[src/rtl/vga_cell_capture_if.sv]
// Video stream into the cell-capture monitor and the captured-grid results coming back out.
interface vga_cell_capture_if #(
    parameter int unsigned COLS = 40,
    parameter int unsigned ROWS = 30
);
    logic                 pix_en;
    logic                 hsync;
    logic                 vsync;
    logic [3:0]           r_in;
    logic [3:0]           g_in;
    logic [3:0]           b_in;
    logic [COLS*ROWS-1:0] frame_state;
    logic [11:0]          alive_count;
    logic                 frame_valid;
    logic                 locked;
    logic                 h_err;
    logic                 v_err;

    modport master (
        output pix_en, hsync, vsync, r_in, g_in, b_in,
        input  frame_state, alive_count, frame_valid, locked, h_err, v_err
    );

    modport slave (
        input  pix_en, hsync, vsync, r_in, g_in, b_in,
        output frame_state, alive_count, frame_valid, locked, h_err, v_err
    );
endinterface

[src/rtl/vga_cell_capture.sv]
// Receive-side VGA monitor: recovers raster position from the syncs, samples every cell centre
// and publishes the captured life grid plus its alive count once per frame.
module vga_cell_capture #(
    parameter int unsigned H_TOTAL = 800,
    parameter int unsigned V_TOTAL = 525,
    parameter int unsigned H_START = 144,
    parameter int unsigned V_START = 35,
    parameter int unsigned CELL    = 16,
    parameter int unsigned COLS    = 40,
    parameter int unsigned ROWS    = 30
) (
    input logic               clk,
    input logic               rst,
    vga_cell_capture_if.slave vid
);
    localparam int unsigned Cells  = COLS * ROWS;
    localparam int unsigned IdxW   = $clog2(Cells);
    localparam logic [9:0]  HStart = 10'(H_START);
    localparam logic [9:0]  HEnd   = 10'(H_START + COLS * CELL);
    localparam logic [9:0]  VStart = 10'(V_START);
    localparam logic [9:0]  VEnd   = 10'(V_START + ROWS * CELL);
    localparam logic [9:0]  HLast  = 10'(H_TOTAL - 1);
    localparam logic [9:0]  VLast  = 10'(V_TOTAL - 1);
    localparam logic [9:0]  CellW  = 10'(CELL);
    localparam logic [9:0]  Half   = 10'(CELL / 2);
    localparam logic [9:0]  CntMax = 10'h3ff;

    logic             hs_q, hs_d;
    logic             vs_q, vs_d;
    logic [9:0]       h_q, h_d;
    logic [9:0]       v_q, v_d;
    logic [Cells-1:0] work_q, work_d;
    logic [11:0]      count_q, count_d;
    logic [Cells-1:0] state_q, state_d;
    logic [11:0]      alive_q, alive_d;
    logic             valid_q, valid_d;
    logic             locked_q, locked_d;
    logic             h_armed_q, h_armed_d;
    logic             h_err_q, h_err_d;
    logic             v_err_q, v_err_d;

    logic            hs_fall;
    logic            vs_fall;
    logic            in_x;
    logic            in_y;
    logic            sample;
    logic            alive;
    logic            commit;
    logic [9:0]      px;
    logic [9:0]      py;
    logic [9:0]      cell_x;
    logic [9:0]      cell_y;
    logic [IdxW-1:0] cell_idx;

    assign hs_fall = vid.pix_en & hs_q & ~vid.hsync;
    assign vs_fall = vid.pix_en & vs_q & ~vid.vsync;

    assign px     = h_q - HStart;
    assign py     = v_q - VStart;
    assign in_x   = (h_q >= HStart) && (h_q < HEnd);
    assign in_y   = (v_q >= VStart) && (v_q < VEnd);
    assign sample = vid.pix_en && in_x && in_y && ((px % CellW) == Half) && ((py % CellW) == Half);
    assign cell_x = px / CellW;
    assign cell_y = py / CellW;
    assign cell_idx = IdxW'(32'(cell_y) * COLS + 32'(cell_x));
    assign alive  = |(vid.r_in | vid.g_in | vid.b_in);

    // The hsync edge that moves v onto the first line below the grid closes the frame; a
    // coincident vsync edge resets v instead, so it never commits.
    assign commit = hs_fall & ~vs_fall & locked_q & (v_q == VEnd - 10'd1);

    always_comb begin
        hs_d      = hs_q;
        vs_d      = vs_q;
        h_d       = h_q;
        v_d       = v_q;
        work_d    = work_q;
        count_d   = count_q;
        state_d   = state_q;
        alive_d   = alive_q;
        valid_d   = commit;
        locked_d  = locked_q;
        h_armed_d = h_armed_q;
        h_err_d   = h_err_q;
        v_err_d   = v_err_q;

        if (vid.pix_en) begin
            hs_d = vid.hsync;
            vs_d = vid.vsync;

            if (hs_fall) begin
                h_d = '0;
            end else if (h_q != CntMax) begin
                h_d = h_q + 10'd1;
            end

            if (vs_fall) begin
                v_d = '0;
            end else if (hs_fall && (v_q != CntMax)) begin
                v_d = v_q + 10'd1;
            end

            if (sample) begin
                work_d[cell_idx] = alive;
            end

            if (vs_fall) begin
                count_d = '0;
            end else if (sample && alive) begin
                count_d = count_q + 12'd1;
            end
        end

        if (commit) begin
            state_d = work_q;
            alive_d = count_q;
        end

        // A line is only measured if it began at or after lock, so the edge that starts the
        // first locked line arms the check rather than being checked itself.
        if (hs_fall) begin
            if (locked_q && h_armed_q && (h_q != HLast)) begin
                h_err_d = 1'b1;
            end
            h_armed_d = locked_q | vs_fall;
        end

        if (vs_fall) begin
            if (locked_q && (v_q != VLast)) begin
                v_err_d = 1'b1;
            end
            locked_d = 1'b1;
        end
    end

    always_ff @(posedge clk or negedge rst) begin
        if (!rst) begin
            hs_q      <= 1'b1;
            vs_q      <= 1'b1;
            h_q       <= '0;
            v_q       <= '0;
            work_q    <= '0;
            count_q   <= '0;
            state_q   <= '0;
            alive_q   <= '0;
            valid_q   <= 1'b0;
            locked_q  <= 1'b0;
            h_armed_q <= 1'b0;
            h_err_q   <= 1'b0;
            v_err_q   <= 1'b0;
        end else begin
            hs_q      <= hs_d;
            vs_q      <= vs_d;
            h_q       <= h_d;
            v_q       <= v_d;
            work_q    <= work_d;
            count_q   <= count_d;
            state_q   <= state_d;
            alive_q   <= alive_d;
            valid_q   <= valid_d;
            locked_q  <= locked_d;
            h_armed_q <= h_armed_d;
            h_err_q   <= h_err_d;
            v_err_q   <= v_err_d;
        end
    end

    assign vid.frame_state = state_q;
    assign vid.alive_count = alive_q;
    assign vid.frame_valid = valid_q;
    assign vid.locked      = locked_q;
    assign vid.h_err       = h_err_q;
    assign vid.v_err       = v_err_q;
endmodule
[src/flat_wrapper.sv]
// flat-port wrapper written by rule: the top's interface ports become plain ports
module vga_cell_capture_flat 
#(
    parameter int unsigned H_TOTAL = 800,
    parameter int unsigned V_TOTAL = 525,
    parameter int unsigned H_START = 144,
    parameter int unsigned V_START = 35,
    parameter int unsigned CELL    = 16,
    parameter int unsigned COLS    = 40,
    parameter int unsigned ROWS    = 30
)
  (clk, rst, vid_pix_en, vid_hsync, vid_vsync, vid_r_in, vid_g_in, vid_b_in, vid_frame_state, vid_alive_count, vid_frame_valid, vid_locked, vid_h_err, vid_v_err);
  vga_cell_capture_if #(.COLS(COLS), .ROWS(ROWS)) vid_i ();
  input logic clk;
  input logic rst;
  input wire logic [$bits(vid_i.pix_en)-1:0] vid_pix_en;
  input wire logic [$bits(vid_i.hsync)-1:0] vid_hsync;
  input wire logic [$bits(vid_i.vsync)-1:0] vid_vsync;
  input wire logic [$bits(vid_i.r_in)-1:0] vid_r_in;
  input wire logic [$bits(vid_i.g_in)-1:0] vid_g_in;
  input wire logic [$bits(vid_i.b_in)-1:0] vid_b_in;
  output wire logic [$bits(vid_i.frame_state)-1:0] vid_frame_state;
  output wire logic [$bits(vid_i.alive_count)-1:0] vid_alive_count;
  output wire logic [$bits(vid_i.frame_valid)-1:0] vid_frame_valid;
  output wire logic [$bits(vid_i.locked)-1:0] vid_locked;
  output wire logic [$bits(vid_i.h_err)-1:0] vid_h_err;
  output wire logic [$bits(vid_i.v_err)-1:0] vid_v_err;
  assign vid_i.pix_en = vid_pix_en;
  assign vid_i.hsync = vid_hsync;
  assign vid_i.vsync = vid_vsync;
  assign vid_i.r_in = vid_r_in;
  assign vid_i.g_in = vid_g_in;
  assign vid_i.b_in = vid_b_in;
  assign vid_frame_state = vid_i.frame_state;
  assign vid_alive_count = vid_i.alive_count;
  assign vid_frame_valid = vid_i.frame_valid;
  assign vid_locked = vid_i.locked;
  assign vid_h_err = vid_i.h_err;
  assign vid_v_err = vid_i.v_err;
  vga_cell_capture #(.H_TOTAL(H_TOTAL), .V_TOTAL(V_TOTAL), .H_START(H_START), .V_START(V_START), .CELL(CELL), .COLS(COLS), .ROWS(ROWS)) u_core (.clk(clk), .rst(rst), .vid(vid_i));
endmodule
[config.mk]
export PLATFORM = sky130hd
export DESIGN_NAME = vga_cell_capture_flat
export DESIGN_NICKNAME = d
export VERILOG_FILES = /design/src/rtl/vga_cell_capture_if.sv /design/src/rtl/vga_cell_capture.sv /design/src/flat_wrapper.sv
export SDC_FILE = /design/constraint.sdc
export NUM_CORES = 2
export LEC_CHECK = 0
export ABC_AREA = 0
export CORE_AREA = 2 2 484 486
export CTS_BUF_LIST = sky130_fd_sc_hd__clkbuf_4
export CTS_CLUSTER_DIAMETER = 100
export DETAILED_ROUTE_END_ITERATION = 10
export DIE_AREA = 0 0 486 488
export PLACE_DENSITY = 0.66
export SYNTH_ARGS = -nofsm -noshare
export SYNTH_HDL_FRONTEND = slang
export SYNTH_SLANG_ARGS = --single-unit
[constraint.sdc]
create_clock -name clk -period 12.3 [get_ports clk]
set_clock_uncertainty 0.05 [all_clocks]
set_input_delay 2.46 -clock clk [delete_from_list [all_inputs] [get_ports clk]]
set_output_delay 2.46 -clock clk [all_outputs]
set_load 0.01 [all_outputs]
Word level (Yosys, flattened, before mapping)
Index checks and enable logic that the tools add are counted.

Add/subtract/negate cells: 6. Bitwise gates (word level): 13. Mux-type cells: 9. $mul: 1. Order comparisons: 6. Equality and inequality tests: 7. Reductions and logical operators: 22.

Operators by type and width (number): $bwmux W1200 (1); $mux W10 (4); $ne A10 B10 Y1 const B (4); $mux W12 (2); $add A10 B1 Y10 const B (2); $lt A10 B10 Y1 const B (2); $add A12 B1 Y12 const B (1); $logic_and A1 B1 Y1 (12); $lt A11 B12 Y1 const B (1); $reduce_and A2 Y1 (6); $add A11 B6 Y11 (1); $demux W1 S11 (1); $ge A11 B1 Y1 const B (1); $eq A10 B10 Y1 const B (1); $ge A10 B6 Y1 const B (1); $ge A10 B8 Y1 const B (1); $sub A10 B6 Y10 const B (1); $sub A10 B8 Y10 const B (1); $eq A4 B4 Y1 const B (2); $mul A6 B3 Y8 const B (1); $or A4 B4 Y4 (2); $and A1 B1 Y1 (7); $reduce_bool A2 Y1 (3); $reduce_or A4 Y1 (1); other kinds (3) (5).

Word-level logic and storage cells: 77. Register bits after elaboration: 2451. Output and inout bits: 1216.

Longest topological paths before layout
Word-level depth: 9. Mapped depth: 17. Gate-level depth less buffers: 12.

Least setup slack after synthesis
No wires, ideal clock.

Path type: flip-flop to flip-flop. From: register u_core.v_q[0]. To: register u_core.work_q[1182]. Setup slack: 7.462 ns. Required time: 12.125 ns. Library setup time: 0.125 ns. Cell stages (with the launch flop): 17. Period minus slack after synthesis: 4.838 ns. Data arrival time: 4.664 ns. Path buffers: 4. Cells stage by stage: dfrtp_1 > ha_1 > clkbuf_1 > o41ai_1 > nand2_1 > xnor2_1 > ha_1 > fa_1 > clkbuf_1 > nand2_1 > or2_2 > nor4_1 > a221oi_1 > clkbuf_1 > clkbuf_1 > nor4_1 > mux2_2.

Longest elaborated chain between the ends: 8. Elaborated cells on any way between the ends: 17.

Ends and longest elaborated chain: start: declaration (RTL line vga_cell_capture.sv:31) `logic [9:0] v_q, v_d;`; start signal: assignment (RTL line vga_cell_capture.sv:155) `v_q <= v_d;`; $sub A10 B6 Y10 (RTL line vga_cell_capture.sv:59) `assign py = v_q - VStart;`; $mul A6 B3 Y8 (RTL line vga_cell_capture.sv:65) `assign cell_idx = IdxW'(32'(cell_y) * COLS + 32'(cell_x));`; $add A11 B6 Y11 (RTL line vga_cell_capture.sv:65); $lt A11 B12 Y1 (not written as such) / $ge A11 B1 Y1 (equally long branches) (RTL line vga_cell_capture.sv:104) `work_d[cell_idx] = alive;`; $logic_and A1 B1 Y1 (not written as such) (RTL line vga_cell_capture.sv:104); $mux W1 (not written as such) (RTL line vga_cell_capture.sv:104); $demux W1 S11; $bwmux W1200 (RTL line vga_cell_capture.sv:104); end signal: assignment (RTL line vga_cell_capture.sv:156) `work_q <= work_d;`; end: declaration (RTL line vga_cell_capture.sv:32) `logic [Cells-1:0] work_q, work_d;`.

Parallel ways exist; a longest one is shown, timed or not. A chain may end at the register's enable or synchronous reset.

Worst setup path in the final report
From: register u_core.v_q[0]. To: register u_core.work_q[1123].

Same word-level chain as after synthesis.

==> summary.md <==
| Metric | Value |
|---|---|
| Status | `finished, final reports clean` |
| Core area | `232000 um2` |
| CTS HTree Levels | `6` |
| Synthesized instance count | `9947` |
| DRC Markers | `0` |
| Pwr dens | `148 nW/um2` |
| Critical path buffer and inverter count | `2` |
| VDD IR max | `360 uV` |
| Drt initial violations | `around 8900` |
| Final setup vio count | `0` |
| Post-CTS Setup Repair Bufs | `0` |
| CTS tree | `yes` |
| Crit path capture type | `flip-flop` |
| Pin count of the biggest net entering global routing | `211` |
| Class of the worst hold path | `flip-flop to flip-flop` |
| RSZ-0062 raised after global routing | `no` |
| Crit path max-delay family | `buffers and inverters` |
| Max Clock Freq | `0.141 GHz` |
| Setup CP Type | `flip-flop to flip-flop` |
| Commonest cells post-synth | `nand2_1, dfrtp_1, clkbuf_1` |
| Root Driver | `clkbuf_4` |
| Hold Fails Final Rpt | `0` |
| CTS Buffer Depth | `4` |
| Port Buffer Count | `1232` |
| # rows | `roughly 180` |
| Drt total wl | `379000 um` |
| Max-cap violation count | `0` |
| Crit Path Max Fanout | `113` |
| Vias | `84600` |
| R2r setup slk | `~5.2 ns` |
| Initial core utilization | `44.2%` |
| Layout area overhead | `21.8%` |
| Clk_lat worst skew | `1.44 ns` |
| Static Leak | `60.4 nW` |
| Hold Buf Count CTS | `0` |
| Cell variety after synth | `67` |
| Tmin final | `7.08 ns` |
| CP Depth | `14` |
| Vias in the first global route | `82600` |
| Hold WS | `0.299 ns` |
| Placed Area | `117000 um2` |
| Cell taking the most area after synthesis | `dfrtp_1` |
| Tcrit/Tclk final | `between 50% and 60%` |
| Clk sinks | `2451` |
| Syn Nets | `roughly 10000` |
| Routed len/inst | `around 26 um` |
| Die Wd | `486 um` |
| Hold path start | `u_core.work_q[114]$_DFFE_PN0P_` |
| Yosys reg bits | `2451` |
| Slowest cell on the critical path | `buf_4` |
| Pre-Repair DR Iteration Count | `7` |
| Area share of the largest cell type after synthesis | `59.8%` |
| Final Non-Filler Cells | `between 10000 and 15000` |
| Crit Reg-Reg Startpoint | `u_core.v_q[0]$_DFFE_PN0P_` |
| Placed Instances | `13400` |
| Post-synthesis sequential area ratio | `between 50% and 60%` |
| Hold Crit Depth | `2` |
| Net count, final | `11100` |
| Ys Warns | `0` |
| EDFF count, synth | `0` |
| Final ANT Viol Nets | `0` |
| Worst Setup Start Kind | `flip-flop` |
| Worst slew pin tran | `1.38 ns` |
| Mapped Area | `just over 100000 um2` |
| Top_reg_cell synth | `dfrtp_1` |
| Die area | `237000 um2` |
| Crit-path cells | `ha_1 > o41ai_1 > nand2_1 > xnor2_1 > ha_1 > fa_1 > nand2_1 > or2_2 > nor4_1 > a221o_4 > buf_4 > buf_4 > a41oi_1 > a31oi_1` |
| Max transition margin | `7.38%` |
| Setup TNS | `0 ns` |
| Share of cells above drive strength 1 | `approximately 19%` |
| Dpl hpwl | `232000 um` |
| Depth of the worst register-to-register path | `14` |
| First-pass GRT wire length | `approximately 550000 um` |
| Placer's final routability congestion estimate | `0.860` |
| Critical Path RT | `13.53 ns` |
| Clk slew on worst S/H paths | `~0.07 ns` |
| Global router's overall resource usage | `31.3%` |
| Die height | `488 um` |
| CTS Buf Count | `650` |
| Cell with the most instances after synthesis | `nand2_1` |
| Critical path's largest stage delay | `1.04 ns` |
| Crit path DAT | `8.31 ns` |
| Gr ovfl total | `0` |
| Async SR Flop Fraction | `100%` |
| Vias per Instance | `a little under 6` |
| Synth area leaders | `dfrtp_1, nand2_1, mux2_2, clkbuf_1, o31ai_1` |
| Finished Cell Area | `125000 um2` |
| CP endpoint | `u_core.work_q[1123]$_DFFE_PN0P_` |
| Max-slew violation count | `0` |
| IO Count | `about 1200` |
| PostCTS Resize Cnt | `0` |
| Initial antenna violation count | `19` |
| Syn_area_per_cell | `10.3 um2` |
| CP Launch Point | `u_core.v_q[0]$_DFFE_PN0P_` |
| Worst r2r dst | `u_core.work_q[1123]$_DFFE_PN0P_` |
metal layers:
layer	routed length [um]	share of wire [%]	GRT usage, %	vias up
li1	-	-	-	36700
met1	149000	39	41.0	42500
met2	172000	45	47.2	4553
met3	35900	9.5	8.30	842
met4	21800	5.8	17.4	6
met5	43	0.011	0	-
cell usage in the layout, fill, tap and decap left out, types with 16 or more instances in the layout:
| cell type | netlist | routed |
|---|---|---|
| diode_2 | 0 | 16 |
| a211oi_1 | 34 | 33 |
| a2111oi_2 | 148 | 148 |
| clkinv_1 | 1 | 66 |
| a21oi_1 | 21 | 20 |
| clkdlybuf4s50_1 | 0 | 1231 |
| a2111oi_0 | 78 | 78 |
| a41oi_1 | 180 | 180 |
| a31oi_1 | 241 | 241 |
| o31ai_1 | 300 | 300 |
| nand3_1 | 81 | 75 |
| buf_4 | 11 | 132 |
| nor2_1 | 47 | 41 |
| nor4_2 | 0 | 33 |
| dfrtp_1 | 2449 | 2449 |
| o21ai_0 | 306 | 305 |
| or4_4 | 27 | 28 |
| nor3_1 | 229 | 223 |
| nand2_1 | 3690 | 3689 |
| nand4_1 | 19 | 19 |
| clkbuf_4 | 0 | 976 |
| ha_1 | 18 | 18 |
| xor2_1 | 32 | 31 |
| mux2_2 | 690 | 690 |
| buf_12 | 0 | 25 |
| nor4_1 | 290 | 257 |
logic make-up after synthesis:
family,count (synthesis),share of synthesized area (%)
AND/OR/NAND/NOR,4449,17.8
AO/OA/AOI/OAI,1335,10.1
adder cells (fa/ha/maj),20,0.259
flip-flops,2451,59.8
buffers and inverters,953,3.86
XOR/XNOR,45,0.432
multiplexers,694,7.62
worst min-delay path by stage:
stage                                              endpoint
floorplan           u_core.vid.frame_state[611]$_DFFE_PN0P_
global placement    u_core.vid.frame_state[425]$_DFFE_PN0P_
detailed placement  u_core.vid.frame_state[889]$_DFFE_PN0P_
CTS                 u_core.vid.frame_state[114]$_DFFE_PN0P_
global route        u_core.vid.frame_state[114]$_DFFE_PN0P_
finish              u_core.vid.frame_state[114]$_DFFE_PN0P_
area by class of cell:
type	count	area (um2)
Inverter	8	30.0
Multi-Input combinational cell	6543	37700
Clock inverter	108	704
Tap cell	3043	3810
Timing Repair Buffer	1389	13800
Clock buffer	976	7330
Antenna cell	16	40.0
Sequential cell	2451	61300
Fill cell	20400	107000
metrics by stage:
step / utilization, % / power (mW) / setup WS (ns)
3_3_place_gp: 50.3 / 11.4 / 4.89
5_1_grt: 53.8 / 19.2 / 4.82
2_1_floorplan: - / 10.1 / 7.46
6_report: 53.8 / 18.5 / 5.22
3_5_place_dp: 50.3 / 11.4 / 5.30
4_1_cts: 53.8 / 18.6 / 5.38
sequential cells by signal (all words and copies together) (netlist names), 10 cells and up:
signal and count:
u_core.v_q 10, u_core.h_q 10, u_core.count_q 12, u_core.vid.frame_state 1200, u_core.work_q 1200, u_core.vid.alive_count 12
worst reg2reg max path, stage by stage, from the launching register on:
cell and delay, ns:
dfrtp_1 0.48, ha_1 0.34, o41ai_1 0.53, nand2_1 0.12, xnor2_1 0.24, ha_1 0.31
fa_1 0.89, nand2_1 0.31, or2_2 0.38, nor4_1 0.66, a221o_4 0.25, buf_4 0.82
buf_4 1.13, a41oi_1 0.32, a31oi_1 0.24
where the power goes:
part / leakage, nW / internal, mW / switching [mW] / total [mW]
clock: 4.81 / 3.76 / 3.40 / 7.16
sequential: 34.2 / 8.07 / 0.0185 / 8.09
combinational: 21.4 / 0.333 / 2.89 / 3.22
total: 60.4 / 12.2 / 6.31 / 18.5
Power figures use the tool's default switching activity.
